[src/rtl/clk_en_pkg.sv]
// clk_en_pkg: shared width, divisor type and standard audio divisors for clk_en_gen
package clk_en_pkg;
  localparam int DEF_CNT_W = 10;
  typedef logic [DEF_CNT_W-1:0] div_t;
  localparam div_t DIV_FS_48K = 10'd512;
  localparam div_t DIV_BCLK_1M536 = 10'd16;
endpackage

[src/rtl/clk_en_chan.sv]
// clk_en_chan: one enable channel; counter, shadow/active divisor, en and optional clk_out (CLK_EN_GEN_TOGGLE_EN)
// Ports: master_clk, rst (async active-low), run, sync, wr, cfg_div -> en, div_cur[, clk_out]
import clk_en_pkg::*;
module clk_en_chan #(
  parameter int CNT_W = DEF_CNT_W,
  parameter logic [CNT_W-1:0] DIV_RST = CNT_W'(DIV_FS_48K)
) (
  input  logic             master_clk,
  input  logic             rst,
  input  logic             run,
  input  logic             sync,
  input  logic             wr,
  input  logic [CNT_W-1:0] cfg_div,
  output logic             en,
  output logic [CNT_W-1:0] div_cur
`ifdef CLK_EN_GEN_TOGGLE_EN
  , output logic           clk_out
`endif
);
  logic [CNT_W-1:0] cnt, shd, act, shd_nxt;
  logic wrap;
  assign shd_nxt = wr ? cfg_div : shd;
  assign wrap = cnt == act - CNT_W'(1);
  assign div_cur = act;
  // active divisor only changes at a wrap, on sync, or while disabled, so a period is never cut or stretched
  always_ff @(posedge master_clk or negedge rst) begin
    if (!rst) begin
      cnt <= '0;
      en <= 1'b0;
      shd <= DIV_RST;
      act <= DIV_RST;
    end else begin
      shd <= shd_nxt;
      if (sync) begin
        cnt <= '0;
        en <= 1'b0;
        act <= shd_nxt;
      end else if (act == '0) begin
        cnt <= '0;
        en <= 1'b0;
        act <= shd;
      end else if (!run) begin
        en <= 1'b0;
      end else if (wrap) begin
        cnt <= '0;
        en <= 1'b1;
        act <= shd;
      end else begin
        cnt <= cnt + CNT_W'(1);
        en <= 1'b0;
      end
    end
  end
`ifdef CLK_EN_GEN_TOGGLE_EN
  // high for the first floor(div/2) counts of each period
  always_ff @(posedge master_clk or negedge rst) begin
    if (!rst) clk_out <= 1'b0;
    else clk_out <= !sync && run && act != '0 && cnt < (act >> 1);
  end
`endif
endmodule

[src/rtl/clk_en_gen.sv]
// clk_en_gen: multi-channel programmable clock-enable generator with glitch-free divisor update and sync
// Ports: master_clk, rst (async active-low), run, sync, cfg_wr/cfg_ch/cfg_div -> en[NUM_CH], div_cur[NUM_CH*CNT_W]
//        clk_out[NUM_CH] present only when CLK_EN_GEN_TOGGLE_EN is defined
import clk_en_pkg::*;
module clk_en_gen #(
  parameter int NUM_CH = 2,
  parameter int CNT_W = DEF_CNT_W,
  parameter logic [NUM_CH-1:0][CNT_W-1:0] DIV_RST = {CNT_W'(DIV_BCLK_1M536), CNT_W'(DIV_FS_48K)},
  localparam int CH_W = NUM_CH > 1 ? $clog2(NUM_CH) : 1
) (
  input  logic                    master_clk,
  input  logic                    rst,
  input  logic                    run,
  input  logic                    sync,
  input  logic                    cfg_wr,
  input  logic [CH_W-1:0]         cfg_ch,
  input  logic [CNT_W-1:0]        cfg_div,
  output logic [NUM_CH-1:0]       en,
  output logic [NUM_CH*CNT_W-1:0] div_cur
`ifdef CLK_EN_GEN_TOGGLE_EN
  , output logic [NUM_CH-1:0]     clk_out
`endif
);
  for (genvar i = 0; i < NUM_CH; i++) begin : g_ch
    clk_en_chan #(.CNT_W(CNT_W), .DIV_RST(DIV_RST[i])) u_chan (
      .master_clk(master_clk),
      .rst(rst),
      .run(run),
      .sync(sync),
      .wr(cfg_wr && cfg_ch == CH_W'(i)),
      .cfg_div(cfg_div),
      .en(en[i]),
      .div_cur(div_cur[i*CNT_W +: CNT_W])
`ifdef CLK_EN_GEN_TOGGLE_EN
      , .clk_out(clk_out[i])
`endif
    );
  end
endmodule

[config.mk]
export PLATFORM = sky130hd
export DESIGN_NAME = clk_en_gen
export DESIGN_NICKNAME = d
export VERILOG_FILES = /design/src/rtl/clk_en_pkg.sv /design/src/rtl/clk_en_chan.sv /design/src/rtl/clk_en_gen.sv
export SDC_FILE = /design/constraint.sdc
export NUM_CORES = 1
export LEC_CHECK = 0
export ABC_AREA = 1
export CORE_UTILIZATION = 30
export DETAILED_ROUTE_END_ITERATION = 6
export HOLD_SLACK_MARGIN = 0.15
export PLACE_DENSITY = 0.6
export SLEW_MARGIN = 15
export SYNTH_ARGS = -nofsm -noshare
export SYNTH_HDL_FRONTEND = slang
export SYNTH_SLANG_ARGS = --single-unit
[constraint.sdc]
create_clock -name master_clk -period 2.3 [get_ports master_clk]
set_input_delay 0.575 -clock master_clk [delete_from_list [all_inputs] [get_ports master_clk]]
set_output_delay 0.575 -clock master_clk [all_outputs]
set_load 0.005 [all_outputs]
==> flow_metrics.env <==
export IMPL_p_leak_uw=0.00227
export IMPL_fin_setup_tns_ps=0
export IMPL_netSwitchingPower_uw=1380
export IMPL_dieArea_mm2=0.0127
export IMPL_fillers=1219
export IMPL_grt_pass1_vias=3223
export IMPL_comb_power_share=0.313
export IMPL_synth_simple_area_share=0.394
export IMPL_start_kind="flop"
export IMPL_finalInstanceArea_mm2=0.00458
export IMPL_slew_viol_final=0
export IMPL_hp_class="flop to flop"
export IMPL_start_util=0.307
export IMPL_worstSkewPairLatency_ps=330
export IMPL_ys_ff_latch=62
export IMPL_timing_rr_end="g_ch[0].u_chan.div_cur[8]"
export IMPL_r2r_start="g_ch[0].u_chan.div_cur[0]"
export IMPL_place_area_mm2=0.00425
export IMPL_rsz0062_at_grt="no"
export IMPL_path_clk_slew_ps=60
export IMPL_synth_top_cell_area_share=0.396
export IMPL_timing_final_crit_share=0.905
export IMPL_die_x_um=113
export IMPL_run_status="finished, final reports clean"
export IMPL_grt_ovfl_total=0
export IMPL_clockRootBuffer="clkbuf_16"
export IMPL_antenna_found_initial=0
export IMPL_yosysWarnings=0
export IMPL_holdPathStages=2
export IMPL_port_buffers=37
export IMPL_worstPathMaxFanout=8
export IMPL_path_cells="inv_1, ha_2, inv_1, nand2_1, nand2_1, nor2_1, nand2_1, nor2_1, nand2_1, nor2_2, nand4_4, buf_12, nand3_1, nand2_1"
export IMPL_die_h_um=113
export IMPL_drc=0
export IMPL_ir_worst_vdd_mv=0.346
export IMPL_drt_iter0_markers=187
export IMPL_max_slew_margin_rel=0.626
export IMPL_muxShareOfSynthArea=0
export IMPL_hold_viol_final=0
export IMPL_period_minus_slack_ps=2080
export IMPL_synthAdderAreaFrac=0.0136
export IMPL_worst_path_most_repeated_cell="nand2_1"
export IMPL_cp_required_ps=2510
export IMPL_r2r_setup_slack_ps=220
export IMPL_final_util=0.383
export IMPL_worstHoldEndpoint="g_ch[1].u_chan.shd[9]"
export IMPL_numCtsBuffers=9
export IMPL_synth_top_family_by_area="simple AND/OR/NAND/NOR gates"
export IMPL_wirelength_mm=9.30
export IMPL_drv_cap=0
export IMPL_power_frac_seq=0.368
export IMPL_pin_count=38
export IMPL_firstDrtPassIters=5
export IMPL_syn_nets=534
export IMPL_setup_viol=0
export IMPL_tightest_slew_ps=560
export IMPL_ys_seq_area_frac=0.424
export IMPL_synth_cells=514
export IMPL_max_freq_mhz=481
export IMPL_netlist_cell_type_count=30
export IMPL_gp_congestion=0.841
export IMPL_layout_drive_gt1_share=0.0951
export IMPL_cts_tree="built"
export IMPL_synth_area_top_cells="dfrtp_1 (40%), nand2_1 (20%), nand3_1 (7.6%)"
export IMPL_grt_max_degree=35
export IMPL_crit_buf_inv=3
export IMPL_cp_slowest_cell="dfrtp_1"
export IMPL_p_per_area_mw_per_mm2=845
export IMPL_critical_path_class="flop to flop"
export IMPL_hp_start="g_ch[1].u_chan.shd[9]"
export IMPL_clk_path_buf_depth=2
export IMPL_max_stage_delay_ps=430
export IMPL_track_usage=0.154
export IMPL_row_count=40
export IMPL_wl_per_cell_um=13.0
export IMPL_area_growth_pct=24.8
export IMPL_cts_sinks=62
export IMPL_n_antenna_cell=0
export IMPL_grt_pass1_wl_mm=15.5
export IMPL_cpLargestDelayFamily="simple AND/OR/NAND/NOR gates"
export IMPL_h_tree_depth=3
export IMPL_yosys_area_top_type="dfrtp_1"
export IMPL_synth_area_mm2=0.00367
export IMPL_dp_hpwl_mm=6.94
export IMPL_synth_xor_area_share=0.0573
export IMPL_layout_nets=583
export IMPL_p_int_uw=2490
export IMPL_power_frac_clock=0.319
export IMPL_reg2regPathDepth=14
export IMPL_skew_ps=8.65
export IMPL_vias=3348
export IMPL_via_per_inst=4.68
export IMPL_core_mm2=0.0120
export IMPL_switching_share=0.356
export IMPL_ant_nets=0
export IMPL_syn_mean_instance_area_um2=7.14
export IMPL_critPathArrivalTime_ps=2290
export IMPL_cp_end_kind="flop"
export IMPL_synth_compound_area_frac=0.0402
## layer usage
layer	routed length (um)	track usage	vias to the layer above
met3	257	0.0227	13
li1	-	-	1726
met5	0	0	-
met4	171	0.0640	0
met1	4470	0.204	1548
met2	4400	0.253	61
## cell usage in the layout (no fill, tap or decap), types with 3 or more instances in the layout
master / instances
xnor2_1: 8
dfstp_2: 4
clkinv_2: 3
nor2_4: 3
ha_1: 3
nand3b_1: 3
buf_4: 14
clkbuf_16: 9
xor2_1: 16
clkdlybuf4s50_1: 36
nor2_1: 50
nand2_1: 191
nand2_2: 5
dfrtp_1: 58
o21ai_0: 26
nor2_2: 3
inv_1: 46
nand4_1: 13
nand3_1: 56
## synthesized netlist by cell type
| library cell | count |
|---|---|
| inv_1 | 46 |
| buf_1 | 4 |
| buf_4 | 2 |
| nand4_1 | 13 |
| dfrtp_1 | 58 |
| ha_1 | 4 |
| buf_8 | 1 |
| nor2_4 | 3 |
| nor3_1 | 1 |
| inv_2 | 1 |
| o21ai_0 | 26 |
| nor4_1 | 1 |
| nand2_1 | 191 |
| o21bai_1 | 1 |
| nand2_2 | 5 |
| xnor2_1 | 8 |
| dfstp_2 | 4 |
| and3_1 | 1 |
| nand4_4 | 1 |
| nor2_1 | 50 |
| or2_2 | 1 |
| nand2_4 | 2 |
| nand3_1 | 56 |
| nand3b_1 | 3 |
| nor2_2 | 3 |
| clkbuf_1 | 7 |
| a21oi_1 | 2 |
| xor2_1 | 16 |
| nand2b_1 | 1 |
| buf_2 | 2 |
## worst max path at each step
stage	from	to	slack [ps]	cells past startpoint
6_report	g_ch[0].u_chan.div_cur[0]	g_ch[0].u_chan.div_cur[8]	220	14
5_1_grt	g_ch[0].u_chan.div_cur[0]	g_ch[0].u_chan.div_cur[8]	30	14
4_1_cts	g_ch[0].u_chan.div_cur[0]	g_ch[0].u_chan.div_cur[9]	70	14
3_5_place_dp	g_ch[0].u_chan.div_cur[0]	g_ch[0].u_chan.div_cur[9]	90	14
3_3_place_gp	g_ch[0].u_chan.div_cur[0]	g_ch[0].u_chan.div_cur[1]	130	14
2_1_floorplan	g_ch[0].u_chan.div_cur[0]	g_ch[0].u_chan.div_cur[2]	360	14
## cell families (layout without fill, tap and decap cells)
| family | count (synthesis) | count (layout) |
|---|---|---|
| and+or+nand+nor | 332 | 332 |
| xor gates and xnor gates | 24 | 24 |
| adders and majority gates | 4 | 4 |
| DFF | 62 | 62 |
| buffers and inverters | 63 | 117 |
| AOI/OAI and AO/OA | 29 | 29 |
## metrics by stage
step           worst slack, ps  hold slack, ps  cells  total power (uW)
6_report                   219             526    715              3870
5_1_grt                   30.4             550    715              4150
4_1_cts                   72.5             526    713              3890
3_5_place_dp              91.3             498    696              2650
3_3_place_gp               130             493    696              2610
2_1_floorplan              358             279    514              2180
## power by group through the flow
stage	clock network [uW]	registers [uW]	logic [uW]
floorplan	0	1400	782
global placement	0	1440	1170
detailed placement	0	1440	1200
CTS	1260	1430	1210
global route	1310	1450	1390
finish	1230	1420	1210
## cell type report
class,instances,area [um^2],area share
sequential,62,1560,0.340
clock inverter,7,48.8,0.0107
timing repair buffer,54,520,0.114
tap,147,184,0.0402
multi-input combinational,389,1870,0.408
clock buffer,9,225,0.0492
inverter,47,176,0.0385
## worst reg2reg max path, cell delays in order, from the launching register on
cell	delay [ps]
dfrtp_1	430
inv_1	90
ha_2	320
inv_1	40
nand2_1	50
nand2_1	40
nor2_1	100
nand2_1	70
nor2_1	80
nand2_1	60
nor2_2	150
nand4_4	210
buf_12	200
nand3_1	70
nand2_1	60
## registers in the layout (all words and copies together), names as in the netlist
signal	cells
g_ch.u_chan.cnt	20
g_ch.u_chan.div_cur	20
g_ch.u_chan.en	2
g_ch.u_chan.shd	20
## repair_timing
item,in CTS,in global routing
resized for setup,0,2
hold buffers,1,0
endpoints found under the setup margin,0,17
endpoints found under the hold margin,1,0
setup buffers,0,2
No activity file was read; power rests on OpenSTA's default activity.
